### src/rtl/pc_gen_pkg.sv
// Shared types and helpers for the program-counter generator.
package pc_gen_pkg;

  typedef enum logic [1:0] {
    ST_BOOT = 2'd0,
    ST_RUN  = 2'd1,
    ST_HALT = 2'd2
  } pc_state_e;

  localparam logic [31:0] DEFAULT_RESET_VECTOR = 32'h0000_0000;

  // Mask of the address bits that must be zero for an aligned instruction.
  function automatic logic [63:0] insn_low_mask(input int unsigned insn_bytes);
    return 64'(insn_bytes - 1);
  endfunction

endpackage

### src/rtl/pc_gen_next_sel.sv
// Next-PC priority mux: trap, aligned redirect, misaligned redirect, fire, hold.
module pc_next_sel
  import pc_gen_pkg::*;
#(
  parameter int unsigned XLEN       = 32,
  parameter int unsigned INSN_BYTES = 4
) (
  input  logic            active_i,
  input  logic [XLEN-1:0] pc_q_i,
  input  logic            pc_valid_i,
  input  logic            fetch_ready_i,
  input  logic            stall_i,
  input  logic            redirect_valid_i,
  input  logic [XLEN-1:0] redirect_target_i,
  input  logic            trap_valid_i,
  input  logic [XLEN-1:0] trap_vector_i,
  output logic [XLEN-1:0] pc_d_o,
  output logic            misalign_o,
  output logic            fire_o
);

  localparam logic [XLEN-1:0] LOW_MASK = XLEN'(insn_low_mask(INSN_BYTES));
  localparam logic [XLEN-1:0] STEP     = XLEN'(INSN_BYTES);

  logic handshake;
  assign handshake = pc_valid_i & fetch_ready_i & ~stall_i;

  // Priority select; a trap or redirect replaces the pending request, so no fire then.
  always_comb begin
    pc_d_o     = pc_q_i;
    misalign_o = 1'b0;
    fire_o     = 1'b0;
    if (active_i) begin
      if (trap_valid_i) begin
        pc_d_o = trap_vector_i & ~LOW_MASK;
      end else if (redirect_valid_i) begin
        if ((redirect_target_i & LOW_MASK) == '0) begin
          pc_d_o = redirect_target_i;
        end else begin
          misalign_o = 1'b1;
        end
      end else if (handshake) begin
        pc_d_o = pc_q_i + STEP;
        fire_o = 1'b1;
      end
    end
  end

endmodule

### src/rtl/pc_gen.sv
// Program-counter generator: BOOT/RUN/HALT sequencing, PC register, fetch counter.
//   state | meaning
//   BOOT  | one cycle after reset release, inputs ignored
//   RUN   | PC presented as a fetch request
//   HALT  | fetching stopped, trap/redirect still load the PC
module pc_gen
  import pc_gen_pkg::*;
#(
  parameter int unsigned     XLEN         = 32,
  parameter logic [XLEN-1:0] RESET_VECTOR = XLEN'(DEFAULT_RESET_VECTOR),
  parameter int unsigned     INSN_BYTES   = 4,
  parameter int unsigned     CNT_W        = 32
) (
  input  logic             clk,
  input  logic             rst,
  input  logic             stall,
  input  logic             fetch_ready,
  input  logic             redirect_valid,
  input  logic [XLEN-1:0]  redirect_target,
  input  logic             trap_valid,
  input  logic [XLEN-1:0]  trap_vector,
  input  logic             halt_req,
  input  logic             resume,
  output logic [XLEN-1:0]  pc_current,
  output logic             pc_valid,
  output logic             misalign_err,
  output logic [XLEN-1:0]  misalign_addr,
  output logic [CNT_W-1:0] fetch_count,
  output logic             halted
);

  pc_state_e        state_q;
  logic             pc_valid_q, halted_q, misalign_q;
  logic [XLEN-1:0]  pc_q, pc_d, maddr_q;
  logic [CNT_W-1:0] cnt_q;
  logic             misalign_d, fire;

  pc_next_sel #(.XLEN(XLEN), .INSN_BYTES(INSN_BYTES)) u_next_sel (
    .active_i          (state_q != ST_BOOT),
    .pc_q_i            (pc_q),
    .pc_valid_i        (pc_valid_q),
    .fetch_ready_i     (fetch_ready),
    .stall_i           (stall),
    .redirect_valid_i  (redirect_valid),
    .redirect_target_i (redirect_target),
    .trap_valid_i      (trap_valid),
    .trap_vector_i     (trap_vector),
    .pc_d_o            (pc_d),
    .misalign_o        (misalign_d),
    .fire_o            (fire)
  );

  // FSM with registered pc_valid/halted; halt wins in RUN, resume wins in HALT.
  always_ff @(posedge clk or negedge rst) begin
    if (!rst) begin
      state_q    <= ST_BOOT;
      pc_valid_q <= 1'b0;
      halted_q   <= 1'b0;
    end else begin
      case (state_q)
        ST_BOOT: begin
          state_q    <= ST_RUN;
          pc_valid_q <= 1'b1;
          halted_q   <= 1'b0;
        end
        ST_RUN: begin
          if (halt_req) begin
            state_q    <= ST_HALT;
            pc_valid_q <= 1'b0;
            halted_q   <= 1'b1;
          end
        end
        ST_HALT: begin
          if (resume) begin
            state_q    <= ST_RUN;
            pc_valid_q <= 1'b1;
            halted_q   <= 1'b0;
          end
        end
        default: begin
          state_q    <= ST_BOOT;
          pc_valid_q <= 1'b0;
          halted_q   <= 1'b0;
        end
      endcase
    end
  end

  // PC, misalignment capture and fetch counter.
  always_ff @(posedge clk or negedge rst) begin
    if (!rst) begin
      pc_q       <= RESET_VECTOR;
      misalign_q <= 1'b0;
      maddr_q    <= '0;
      cnt_q      <= '0;
    end else begin
      pc_q       <= pc_d;
      misalign_q <= misalign_d;
      if (misalign_d) maddr_q <= redirect_target;
      if (fire)       cnt_q   <= cnt_q + 1'b1;
    end
  end

  assign pc_current    = pc_q;
  assign pc_valid      = pc_valid_q;
  assign misalign_err  = misalign_q;
  assign misalign_addr = maddr_q;
  assign fetch_count   = cnt_q;
  assign halted        = halted_q;

endmodule

### config.mk
export PLATFORM = sky130hd
export DESIGN_NAME = pc_gen
export DESIGN_NICKNAME = d
export VERILOG_FILES = /design/src/rtl/pc_gen_pkg.sv /design/src/rtl/pc_gen_next_sel.sv /design/src/rtl/pc_gen.sv
export SDC_FILE = /design/constraint.sdc
export NUM_CORES = 1
export LEC_CHECK = 0
export ABC_AREA = 1
export BUFFER_PORTS_ARGS = -buffer_cell sky130_fd_sc_hd__buf_4
export CORE_MARGIN = 1.5
export CORE_UTILIZATION = 45
export CTS_CLUSTER_DIAMETER = 150
export CTS_CLUSTER_SIZE = 28
export DETAILED_ROUTE_END_ITERATION = 8
export GPL_ROUTABILITY_DRIVEN = 0
export GPL_TIMING_DRIVEN = 0
export MAX_ROUTING_LAYER = met4
export PLACE_DENSITY = 0.8
export SYNTH_ARGS = -nofsm -noshare
export SYNTH_HDL_FRONTEND = slang
export SYNTH_SLANG_ARGS = --single-unit
### constraint.sdc
create_clock -name clk -period 3.4 [get_ports clk]
set_input_delay 0.68 -clock clk [delete_from_list [all_inputs] [get_ports clk]]
set_output_delay 0.68 -clock clk [all_outputs]
set_load 0.05 [all_outputs]
==> results of run 1 <==
## worst register-to-register path: cells and delay by family (launching register included)
kind            cells  cell delay, ps
compound gates      1              70
fa+ha+maj           1             230
flops               1             440
simple gates        6            1160
## worst max-delay path by stage
stage / startpoint / to / slack, ps / cells past startpoint
after floorplan: pc_current[2] / pc_current[26] / 1390 / 10
after global placement: trap_valid / misalign_addr[17] / 1020 / 9
after detailed placement: trap_valid / misalign_addr[25] / 960 / 9
after CTS: trap_valid / misalign_addr[25] / 1330 / 9
after global routing: pc_current[2] / pc_current[20] / 1160 / 9
final: trap_valid / misalign_addr[25] / 1330 / 9
## sequential cells by signal, summed over array words and instances (netlist names)
| name | count |
|---|---|
| state_q | 2 |
| misalign_err | 1 |
| misalign_addr | 32 |
| pc_current | 32 |
| fetch_count | 32 |
## per-stage QoR
stage | worst slack (ps) | cell area, sq um
global placement | 1020 | 7400
global route | 1160 | 7670
floorplan | 1390 | 5930
detailed placement | 958 | 7400
finish | 1330 | 7670
CTS | 1330 | 7660
## metal layers
metal / share of wire (%) / wire, microns / GRT usage [%] / vias to the layer above
met5: 0 / 0 / - / -
met4: 2.8 / 501 / 9.30 / 0
met3: 7.3 / 1320 / 5.52 / 36
met2: 47 / 8460 / 43.2 / 265
met1: 43 / 7830 / 35.6 / 2825
li1: - / - / - / 3004
## power breakdown
part	total (mW)	leakage (nW)	internal [mW]	switching (mW)
Sequential	2.02	1.22	1.57	0.451
Combinational	3.39	2.59	0.998	2.39
Clock	0.952	0.131	0.508	0.443
## layout by cell type (no fill, tap or decap), drive strengths merged
master and instances:
a211oi 1, o31ai 2, a21oi 21, nand3b 7, buf 179, o2bb2ai 1, nor4 1, o21bai 1
inv 104, clkinv 7, nand3 46, o22ai 5, clkinvlp 1, nand2 292, xor2 19, o221ai 1
a21boi 13, dfrtp 99, and2 1, a31oi 2, o211ai 1, and3 1, nor2 103, ha 2
xnor2 10, clkbuf 20, o21ai 52, o21a 1, nor3 19, nand4 12
## cell families after synthesis
group | after synthesis | synth area share [%]
AO/OA/AOI/OAI | 101 | 9.79
XOR/XNOR | 29 | 4.28
adder cells (fa/ha/maj) | 2 | 0.422
buffers and inverters | 130 | 9.03
flip-flops | 99 | 41.8
AND/OR/NAND/NOR | 482 | 34.7
## area by class of cell
cell class                      instances  area [sq um]  area share [%]
Buffer                                 22           128            1.66
Tap cell                              172           215            2.81
Timing Repair Buffer                  167          1260            16.4
Sequential cell                        99          2480            32.3
Inverter                              108           408            5.32
Multi-Input combinational cell        614          2920            38.0
Clock inverter                          4          26.3           0.343
Clock buffer                           10           239            3.12
==> results.txt, run 1 <==
The worst register-to-register path ends at pc_current[30]. The fraction of layout cells with a size suffix above 1 is 21.1%. The buffer type at the clock tree root is clkbuf_16. The final count of pins violating max slew is 0. The aggregate routed wire length came out at 18100 microns. The placeable core region came out at roughly 13000 sq um. The y dimension of the die is 118 microns. The largest driver fanout on the critical path came out at 10. The ratio of routed vias to standard cells is slightly above 5. The share of synthesized area in the top cell type comes to 41.8%.

The commonest cells after synthesis are 291 x nand2_1, 99 x dfrtp_1, 97 x inv_1, 94 x nor2_1, 45 x nand3_1. STA puts the critical path data required time at roughly 3600 ps. The worst pin sits at a relative slew slack of approximately 38%. The wire length of the first global-routing pass is between 20000 and 30000 microns. Setup repair after global routing left no endpoint under its margin.

The site row count is around 40. The library cell contributing the largest single delay on the critical path is clkbuf_1. The worst register-to-register path begins at pc_current[2].

For this run, the number of Yosys warnings is 0. Sorting the synthesized cells by area gives the leading types as dfrtp_1 42%, nand2_1 18%, inv_1 6.1%, nor2_1 6.0%, nand3_1 3.8%. Among cell families on the critical path, the largest total delay comes from buffers and inverters. Hold repair after CTS inserted 0 buffers.

The CTS tree is yes. The most common cell in the synthesized netlist is nand2_1. The number of global-route vias before repair is approximately 5800. The post-synthesis net count came out at 917. The worst register-to-register path has a setup slack of roughly 1400 ps. The total buffers and inverters traversed by the critical path is 5. The diode insertion count for antenna repair is 0.

Of all flip-flops after synthesis, the portion carrying an async set or reset was 100%. The leading area contributor after synthesis is dfrtp_1. The maximum clock frequency is between 400 and 500 MHz. In the final timing run, aggregate negative setup slack is 0 ps. The average footprint of a synthesized cell is 7.03 sq um. STA classifies the critical path startpoint as an input port. Hold timing on the final database bottoms out at a slack of around 430 ps. The number of cells produced by synthesis came out at 843. The cell total after placement came out at roughly 1200. The H-tree depth reported by CTS is 3. The critical path goes through buf_2, inv_4, nand2_4, a21oi_4, inv_2, nor2_8, inv_2, clkbuf_1, o21ai_1. The critical path's largest stage delay came out at approximately 530 ps.

Power comes to roughly 6.4 mW. The number of endpoints failing setup at the final stage came out at 0. Between clock sinks in the finished design, the worst skew comes to around 11 ps. The pin count of the biggest net entering global routing is 100. The number of buffers inserted by port buffering came out at 167. Summed over all cells, the static leakage comes to between 3 and 4 nW. The worst register-to-register path has a depth of 8. The horizontal die dimension came out at around 120 microns. The total grt overflow came out at 0. The number of antenna-violating nets in the routed design is 0. After the first detailed-routing iteration, the DRC count stood at roughly 550. The worst IR drop on VDD is ~630 uV. In this run the worst hold path is classified as in -> async. The cell that appears most often on the critical path is inv_2.

The number of fill cells came out at around 1200. STA puts the critical path data arrival time at 2270 ps. The cell area that synthesis handed to floorplanning was between 5000 and 6000 sq um.

The latest clock arrival within the worst-skew pair is approximately 350 ps. Among all flip-flop cells after synthesis, the most frequent one is dfrtp_1. The count of distinct cell types in the synthesized netlist is 43. The flow ran to the end, and the final reports show no timing, DRC or antenna violations. Relative to the synthesized area, the layout overhead comes to 29.3%.

The worst path needs just over 2000 ps of the cycle, external delays included. The final hold violation count is 0. The remaining routing DRC violations came out at 0. The register bit count reported by yosys is between 90 and 100. The detailed-router iteration count before antenna repair is 6.

The critical path in this run is classified as in -> reg. The net count reported at finish is roughly 1100. The total routing resource utilization after global routing came out at ~27%. The initial standard-cell utilization of the core came out at between 40% and 50%. Power spread over the standard cell area amounts to 829 nW/um^2.

The initial antenna violation count came out at 0. The number of gates resized after CTS is 0. For the pin with the worst max-slew slack, the measured transition is 923 ps. The share of the yosys chip area belonging to registers is between 40% and 50%. The clock-pin slew on the worst setup and hold paths is 70 ps. The post-route fraction of the period consumed by the critical path is around three fifths. The total clock sinks came out at 99. The utilization after layout came out at ~60%. Summed over all nets, the half-perimeter wirelength after detailed placement is roughly 14000 microns.

In the final routed layout, each cell accounts on average for ~15 microns. Max-cap violations in this run came to 0. The number of top-level pins came out at around 170. The number of setup buffers added after CTS is 0. The number of buffers created by CTS came out at 9. STA classifies the critical path endpoint as a flip-flop.

Detailed routing inserted a total of about 6100 vias. The area of the die came out at 13900 sq um. Leaving out filler cells and counting taps, the final layout contains 1196. The count of flip-flops with a built-in enable after synthesis came out at 0. The clock passes through at most 2 buffers.
Power figures use the tool's default switching activity.
==> run 2, diff against run 1 <==
--- a/config.mk
+++ b/config.mk
@@ -15,7 +15,7 @@
 export GPL_ROUTABILITY_DRIVEN = 0
 export GPL_TIMING_DRIVEN = 0
 export MAX_ROUTING_LAYER = met4
-export PLACE_DENSITY = 0.8
+export PLACE_DENSITY = 0.83
 export SYNTH_ARGS = -nofsm -noshare
 export SYNTH_HDL_FRONTEND = slang
 export SYNTH_SLANG_ARGS = --single-unit
==> constraint.sdc (replaced) <==
create_clock -name clk -period 1.7 [get_ports clk]
set_input_delay 0.34 -clock clk [delete_from_list [all_inputs] [get_ports clk]]
set_output_delay 0.34 -clock clk [all_outputs]
set_load 0.05 [all_outputs]
==> results.txt, run 2 (synthesized netlist as in run 1, its figures left out) <==
Walking the worst path, the cells encountered are ha_4, nand2_4, nor2_4, nand3_4, nor2_4, nand2_1, nand2_1, nand3_1, nand2_1, nand2_1. The latest clock arrival within the worst-skew pair came out at approximately 360 ps. After filler insertion, the fill cell instance count of the layout stands at about 1100. TritonCTS built the clock tree. The fraction of layout cells with a size suffix above 1 came out at between 20 and 30%. The count of max-cap constraint violations came out at 0. The top cell types in the final layout, fill and taps aside, are 282 x nand2_1, 192 x buf_4, 96 x inv_1, 81 x nor2_1, 75 x dfrtp_1.

The number of global-route vias before repair is slightly above 6000. The startpoint type of the worst setup path is a flip-flop. Wires add up to roughly 19000 microns. The floorplan step defined a die boundary enclosing roughly 14000 sq um. The clock-pin slew on the worst setup and hold paths came out at around 70 ps. The violation count after the first detailed-routing iteration is between 500 and 600.

The die is roughly 120 microns wide. The net count reported at finish came out at between 1000 and 1500. The number of endpoints failing setup at the final stage is 0. The cell area after placement is between 7000 and 8000 sq um. The total grt overflow came out at 0.

Entering global routing, the biggest net connects 100 pins. The number of buffers inserted by port buffering came out at between 150 and 200. The largest clock skew in the final design came out at roughly 5.3 ps. The path class of the lowest-slack min-delay path is in -> reg. In this run the worst path has a maximum fanout of 6. In this design, the critical path's most frequently occurring cell is nand2_1.

The worst IR drop on VDD is 1710 uV. In the routed layout, each cell is associated on average with a via count of 5.31. The number of buffers created by CTS came out at 9. The setup path with the least slack is of type reg -> reg. The clock tree buffer depth came out at 2.

Summed over all cells, the static leakage comes to between 4 and 5 nW. The largest single stage delay on the critical path is approximately 430 ps. The half-perimeter wire length of the detailed placement result came out at between 10000 and 15000 microns. Global routing consumed, over all layers together, between 20% and 30% of the routing resources. The area growth from synthesis to layout is 36.9%. The post-layout minimum cycle time is ~1700 ps.

The final hold violation count is 0. The cell area after layout came out at approximately 8100 sq um. The diode insertion count for antenna repair came out at 0. The final count of pins violating max slew came out at 0. Among all stages on the critical path, the largest delay is contributed by dfrtp_2. The worst slew margin relative to its limit came out at about three fifths. The total vias in the final route is between 6000 and 7000.

The detailed-router iteration count before antenna repair is 6. At the pin with the least slew margin, the transition time is roughly 630 ps. The count of nets left with antenna violations once routing finished came out at 0.

The maximum clock frequency is between 500 and 600 MHz. The worst endpoint required time is 1950 ps. The per-cell routed wire length is about 16 microns. The final instance count without filler cells came out at roughly 1200.

After floorplanning, the core was divided into 41 placement rows. The y dimension of the die came out at 118 microns. The flow ran to the end, and the final reports show no timing, DRC or antenna violations.

For this run, design rule violations remaining after detail routing come to 0. The endpoint type of the worst setup path is a flip-flop. The commonest non-fill, non-tap cell in the layout is nand2_1. The first global-routing pass estimated around 30000 microns of wire. The initial antenna violation count is 0. CTS saw 99 sinks. Power spread over the standard cell area amounts to between 1500 and 2000 nW/um^2.

For this design the top-level I/O count stands at 171. For this configuration, the core starts out at a cell density of roughly 47%. The cell total after placement is 1182.

In this run the standard cell core region covers 12700 sq um. The post-route fraction of the period consumed by the critical path is approximately 100%. The tree is rooted in a clkbuf_16.

Setup repair after global routing could not meet its margin everywhere. The data arrival time of the worst path came out at around 1900 ps. The H-tree depth reported by CTS came out at 3.
==> run 2: cell count changes in the layout (fill, tap and decap cells not counted), moves of 3 or more <==
cell      delta
buf_2        -5
buf_4       +24
clkinv_4     +3
dfrtp_1     -24
dfrtp_2     +24
nand2_1      -9
nand2_2      +7
nand3_1      -3
nor2_1      -13
nor2_2       +6
nor2_4       +8
nor3_1       -3
==> run 2: layer usage <==
layer  global-route usage (%)  vias up  share of wire, %
met2                     43.7      342                48
li1                         -     3064                 -
met1                     34.2     3013                40
met3                     5.33       66               7.6
met4                     13.2        0               4.6
met5                        -        -                 0
==> run 2: path summary, 6_finish.rpt <==
check | startpoint | endpoint | slack (ps) | cells past startpoint
max in group asynchronous | rst | pc_current[21] | 480 | 3
min in group asynchronous | rst | misalign_err | 510 | 2
worst min-delay path | halt_req | state_q[0] | 150 | 2
worst max-delay path | pc_current[2] | pc_current[26] | 9 | 10
worst max register to register | pc_current[2] | pc_current[26] | 9 | 10
worst min register to register | pc_current[0] | pc_current[0] | 470 | 2
==> run 2: report_power, final <==
part	switching [mW]	internal (mW)	total (mW)
combinational	5.01	2.27	7.28
clock	0.945	0.999	1.94
sequential	0.945	3.17	4.12
total	6.90	6.44	13.3
==> run 2: timing repair <==
action	in CTS	in global routing
hold endpoints to repair	0	19
hold buffers	0	1
pin swaps	2	17
gates resized for setup	9	49
gates cloned	1	1
setup endpoints to repair	25	51
buffers inserted	2	19
==> run 2: worst max-delay path: cells and delay by family, from the launching register on <==
| kind | cells | cell delay, ps |
|---|---|---|
| and+or+nand+nor | 9 | 980 |
| DFF | 1 | 430 |
| adders and majority gates | 1 | 170 |
==> run 2: layout make-up <==
class | instances | area [sq um] | share of cell area [%]
flip-flops and latches | 99 | 2510 | 30.9
clock buffers | 11 | 233 | 2.87
multi-input cells | 615 | 3100 | 38.2
repair buffers | 191 | 1450 | 17.9
clock inverters | 5 | 40.0 | 0.494
inverters | 108 | 410 | 5.06
well taps | 172 | 215 | 2.65
plain buffers | 21 | 156 | 1.93
==> run 2: per-stage QoR <==
| step | setup WS, ps | hold WS, ps | utilization, % | setup TNS [ps] | power [mW] |
|---|---|---|---|---|---|
| 3_3_place_gp | -348 | 454 | 58.6 | -15730 | 10.8 |
| 6_report | 9.35 | 154 | 63.8 | 0 | 13.3 |
| 5_1_grt | -70.4 | 164 | 63.8 | -699 | 14.0 |
| 4_1_cts | 6.73 | 146 | 61.2 | 0 | 12.9 |
| 3_5_place_dp | -369 | 457 | 58.6 | -17640 | 10.9 |
| 2_1_floorplan | 1.91 | 44.4 | - | 0 | 8.64 |
==> run 3, diff against run 2 <==
--- a/config.mk
+++ b/config.mk
@@ -16,6 +16,7 @@
 export GPL_TIMING_DRIVEN = 0
 export MAX_ROUTING_LAYER = met4
 export PLACE_DENSITY = 0.83
+export SETUP_SLACK_MARGIN = 0.5
 export SYNTH_ARGS = -nofsm -noshare
 export SYNTH_HDL_FRONTEND = slang
 export SYNTH_SLANG_ARGS = --single-unit
==> results.txt, run 3 <==
In the global-route stage, repair_timing last flagged the worst endpoint as pc_current[20]$_DFFE_PN0P_/D. In the synthesized netlist the async set-or-reset flop fraction comes to 100%. After the last repair the worst path ends at a register data pin. Once placement completed, the tool counted placed cells totaling ~1200. The number of different library cells used by synthesis comes to between 40 and 50.

The number of top-level pins came out at between 150 and 200. After synthesis the netlist holds a flip-flop and latch count of 99. The average footprint of a synthesized cell came out at about 7.0 sq um. Ranked by total cell area, the synthesized netlist is headed by dfrtp_1 42%, nand2_1 18%, inv_1 6.1%, nor2_1 6.0%, nand3_1 3.8%. The synthesized design spends more area on one cell type than any other, namely dfrtp_1. The initial standard-cell utilization of the core is between 40% and 50%.

The half-perimeter wire length of the detailed placement result came out at between 10000 and 15000 microns. In this run, post-CTS hold repair placed 0 buffers. The post-synthesis net count is a little over 900. The Yosys step of the flow raised 0 warnings. The cell sitting at the root of the clock tree is a clkbuf_16.

After technology mapping, the gate count stands at ~840. The most used flip-flop cell after synthesis is dfrtp_1. The clock tree buffer depth is 2. Clock tree synthesis found a total of between 90 and 100 sinks.

Entering global routing, the biggest net connects 100 pins. The cell area after technology mapping is slightly below 6000 sq um. The count of flip-flops with a built-in enable after synthesis is 0. The total routing resource utilization after global routing came out at around 69%.

It got as far as global routing (5_1_grt) and failed there. The number of buffers inserted by port buffering is 167. The first error in the log reads "[ERROR GRT-0232] Routing congestion too high. Check the congestion heatmap in the GUI". The cell area after placement is slightly below 8000 sq um. The clock tree synthesis step divided the H-tree into 3 levels. The most repeated cell in the gate-level netlist after synthesis is nand2_1.

The share of the yosys chip area belonging to registers is 41.8%. The run stopped with a tool error. The portion of synthesized cell area occupied by the leading cell type is between 40% and 50%. By count the netlist is led by 291 x nand2_1, 99 x dfrtp_1, 97 x inv_1, 94 x nor2_1, 45 x nand3_1. The number of buffers created by CTS came out at 9. The horizontal die dimension came out at roughly 120 microns. The total overflow left after global routing is 12. After floorplanning, the core was divided into 41 placement rows.

The y dimension of the die came out at 118 microns.
-- run 3: cell families after synthesis --
logic type	synth area share, %
AND/OR/NAND/NOR	34.7
AO/OA/AOI/OAI	9.79
adder cells (fa/ha/maj)	0.422
buffers and inverters	9.03
flip-flops	41.8
XOR/XNOR	4.28
-- run 3: metal layers --
layer / GRT usage [%] / overflow
met1: 66.9 / 0
met2: 86.5 / 6
met3: 48.0 / 0
met4: 67.4 / 6
met5: - / -
-- run 3: what timing repair did --
action | 4_1_cts
endpoints found under the hold margin | 0
gates resized for setup | 214
cloned | 8
setup endpoints to repair | 229
buffers inserted | 102
pin swaps | 46
-- run 3: metrics by stage --
step                TNS (ps)  worst slack [ps]
global placement       -7660              -195
floorplan                  0              16.7
detailed placement     -9180              -225
CTS                        0              90.1
==> run 4, diff against run 3 <==
--- a/config.mk
+++ b/config.mk
@@ -8,15 +8,11 @@
 export ABC_AREA = 1
 export BUFFER_PORTS_ARGS = -buffer_cell sky130_fd_sc_hd__buf_4
 export CORE_MARGIN = 1.5
-export CORE_UTILIZATION = 45
-export CTS_CLUSTER_DIAMETER = 150
-export CTS_CLUSTER_SIZE = 28
+export CORE_UTILIZATION = 30
 export DETAILED_ROUTE_END_ITERATION = 8
 export GPL_ROUTABILITY_DRIVEN = 0
 export GPL_TIMING_DRIVEN = 0
-export MAX_ROUTING_LAYER = met4
-export PLACE_DENSITY = 0.83
-export SETUP_SLACK_MARGIN = 0.5
+export PLACE_DENSITY_LB_ADDON = 0.15
 export SYNTH_ARGS = -nofsm -noshare
 export SYNTH_HDL_FRONTEND = slang
 export SYNTH_SLANG_ARGS = --single-unit
==> constraint.sdc (replaced) <==
create_clock -name clk -period 2.21 [get_ports clk]
set_input_delay 0.442 -clock clk [delete_from_list [all_inputs] [get_ports clk]]
set_output_delay 0.442 -clock clk [all_outputs]
set_load 0.05 [all_outputs]
==> results.txt, run 4 (synthesized netlist as in run 1, its figures left out) <==
The flow ran to the end, but the final reports show violations. The final reports fail on hold timing. The per-cell routed wire length came out at between 15 and 20 microns.

The worst IR drop on VDD is around 800 uV. The final count of pins violating max slew is 0. The largest driver fanout on the critical path came out at 6. The library cells used most frequently in the layout, excluding fill and tap cells, are 291 x nand2_1, 168 x buf_4, 99 x dfrtp_1, 97 x inv_1, 94 x nor2_1. The initial antenna violation count came out at 0. In the routed layout, each cell is associated on average with a via count of 4.64. The number of antenna-violating nets in the routed design came out at 0. The count of hold buffers inserted by post-cts repair came out at 0.

The number of gates resized after CTS is 0. The number of fill cells is 2111. Compared with the post-synthesis result, the final layout area differs by 32.9%.

Across the run, the number of max-cap violations was 0. The clock tree buffer depth came out at 2. For flop-to-flop paths, the worst setup slack is roughly 250 ps. After detailed placement, the design holds a cell count of approximately 1300. The total leakage power came out at roughly 4.0 nW. The worst hold slack came out at -9.60 ps.

The maximum clock frequency is a little over 500 MHz. The initial standard-cell utilization of the core came out at between 30% and 40%. The total area inside the core boundary comes to approximately 19000 sq um. The worst endpoint required time is about 2500 ps. The violation count after the first detailed-routing iteration came out at 382.

The aggregate routed wire length came out at about 20000 microns. The H-tree depth reported by CTS is 3. The root buffer cell chosen for the clock tree is clkbuf_16.

The worst slack at placement is between 10 and 15 ps. The total clock sinks came out at between 90 and 100. The y dimension of the die came out at 144 microns. In the final timing run, aggregate negative setup slack is 0 ps.

The number of setup buffers added after CTS is 0. The number of global-route vias before repair came out at 5707. The area of the die came out at approximately 20000 sq um. The startpoint of the worst register-to-register path is pc_current[2]. The number of endpoints failing setup at the final stage is 0. The site row count is 51. For this design the ratio of total power to cell area is roughly 1300 nW/um^2. The fraction of layout cells with a size suffix above 1 came out at a little over a fifth. The number of top-level pins came out at 171.

At the pin with the least slew margin, the transition time is roughly 730 ps. The diode insertion count for antenna repair is 0. TritonCTS created 9 clock buffers. The end of the worst register-to-register path is pc_current[26]. The half-perimeter wire length of the detailed placement result came out at roughly 16000 microns. STA classifies the critical path endpoint as a flip-flop.

The final hold violation count came to 6. The total routing resource utilization after global routing came out at between 20% and 30%. The worst slew margin relative to its limit is between 50% and 60%. The routed design could run at a clock period as short as between 1500 and 2000 ps.

STA classifies the critical path startpoint as a flip-flop. The cell area after layout came out at between 7000 and 8000 sq um. TritonCTS built the clock tree.

Leaving out fill and tap cells, the most frequent cell in the layout is nand2_1. Entering global routing, the biggest net connects 100 pins. The number of buffers inserted by port buffering is between 150 and 200. The wire length of the first global-routing pass came out at between 30000 and 40000 microns. The setup slack after layout came out at around 250 ps. The latest clock arrival within the worst-skew pair is 360 ps. For the worst setup path, the data arrival time is roughly 2200 ps.

The path class of the lowest-slack min-delay path is in -> async. The cell area after placement is around 7500 sq um. The total vias in the final route is around 6000.

The setup path with the least slack is of type reg -> reg. In the routed design, unresolved DRC markers number 0. The path depth of the worst reg2reg path is 10. Setup repair after global routing left no endpoint under its margin. The post-route fraction of the period consumed by the critical path came out at about nine tenths. The largest clock skew in the final design came out at roughly 9.9 ps. The net count reported at finish came out at ~1100. The horizontal die dimension is 144 microns.

The detailed-router iteration count before antenna repair is 4. The total grt overflow is 0. Clock-pin slew was measured on the worst setup and hold paths at roughly 70 ps. The final instance count without filler cells came out at about 1300.
run 4: area by class of cell:
type	count	area [sq um]	share of cell area (%)
clock inverters	5	60.1	0.762
well taps	265	332	4.21
clock buffers	11	253	3.21
inverters	108	408	5.18
flip-flops and latches	99	2480	31.4
plain buffers	22	128	1.62
multi-input cells	615	2940	37.3
repair buffers	168	1280	16.3
run 4: worst max-delay path by stage:
| stage | start | endpoint | depth (start not counted) |
|---|---|---|---|
| 2_1_floorplan | pc_current[2] | pc_current[26] | 10 |
| 3_3_place_gp | trap_valid | misalign_addr[19] | 9 |
| 3_5_place_dp | trap_valid | misalign_addr[19] | 9 |
| 4_1_cts | pc_current[2] | pc_current[26] | 10 |
| 5_1_grt | pc_current[2] | pc_current[17] | 11 |
| 6_report | pc_current[2] | pc_current[26] | 10 |
run 4: metal layers:
layer  track usage (%)  vias up  wire length (microns)
li1                  -     3018                      -
met1              28.0     2790                   9560
met2              32.2      168                   9380
met3              2.77       21                   1080
met4              6.61        0                    357
met5                 0        -                      0
run 4: stage by stage:
| stage | total power [mW] | hold WS (ps) | util [%] |
|---|---|---|---|
| final | 10.1 | -9.60 | 40.6 |
| after CTS | 10.1 | 264 | 40.3 |
| after detailed placement | 8.39 | 460 | 38.7 |
| after global placement | 8.38 | 454 | 38.7 |
| after floorplan | 6.58 | 146 | - |
| after global routing | 10.6 | 17.0 | 40.6 |
run 4: power by group:
part / switching, mW / internal [mW]
Clock: 0.757 / 0.946
Combinational: 3.70 / 1.54
Sequential: 0.706 / 2.41
run 4: critical path, stage by stage (launching register included):
cell and delay [ps]:
dfrtp_1 440, ha_1 230, nand2_1 80, nor2_2 290
nand3_2 250, nor2_4 240, nand2_1 70, nand2_1 60
nand3_1 60, nand2_1 80, nand2_1 60
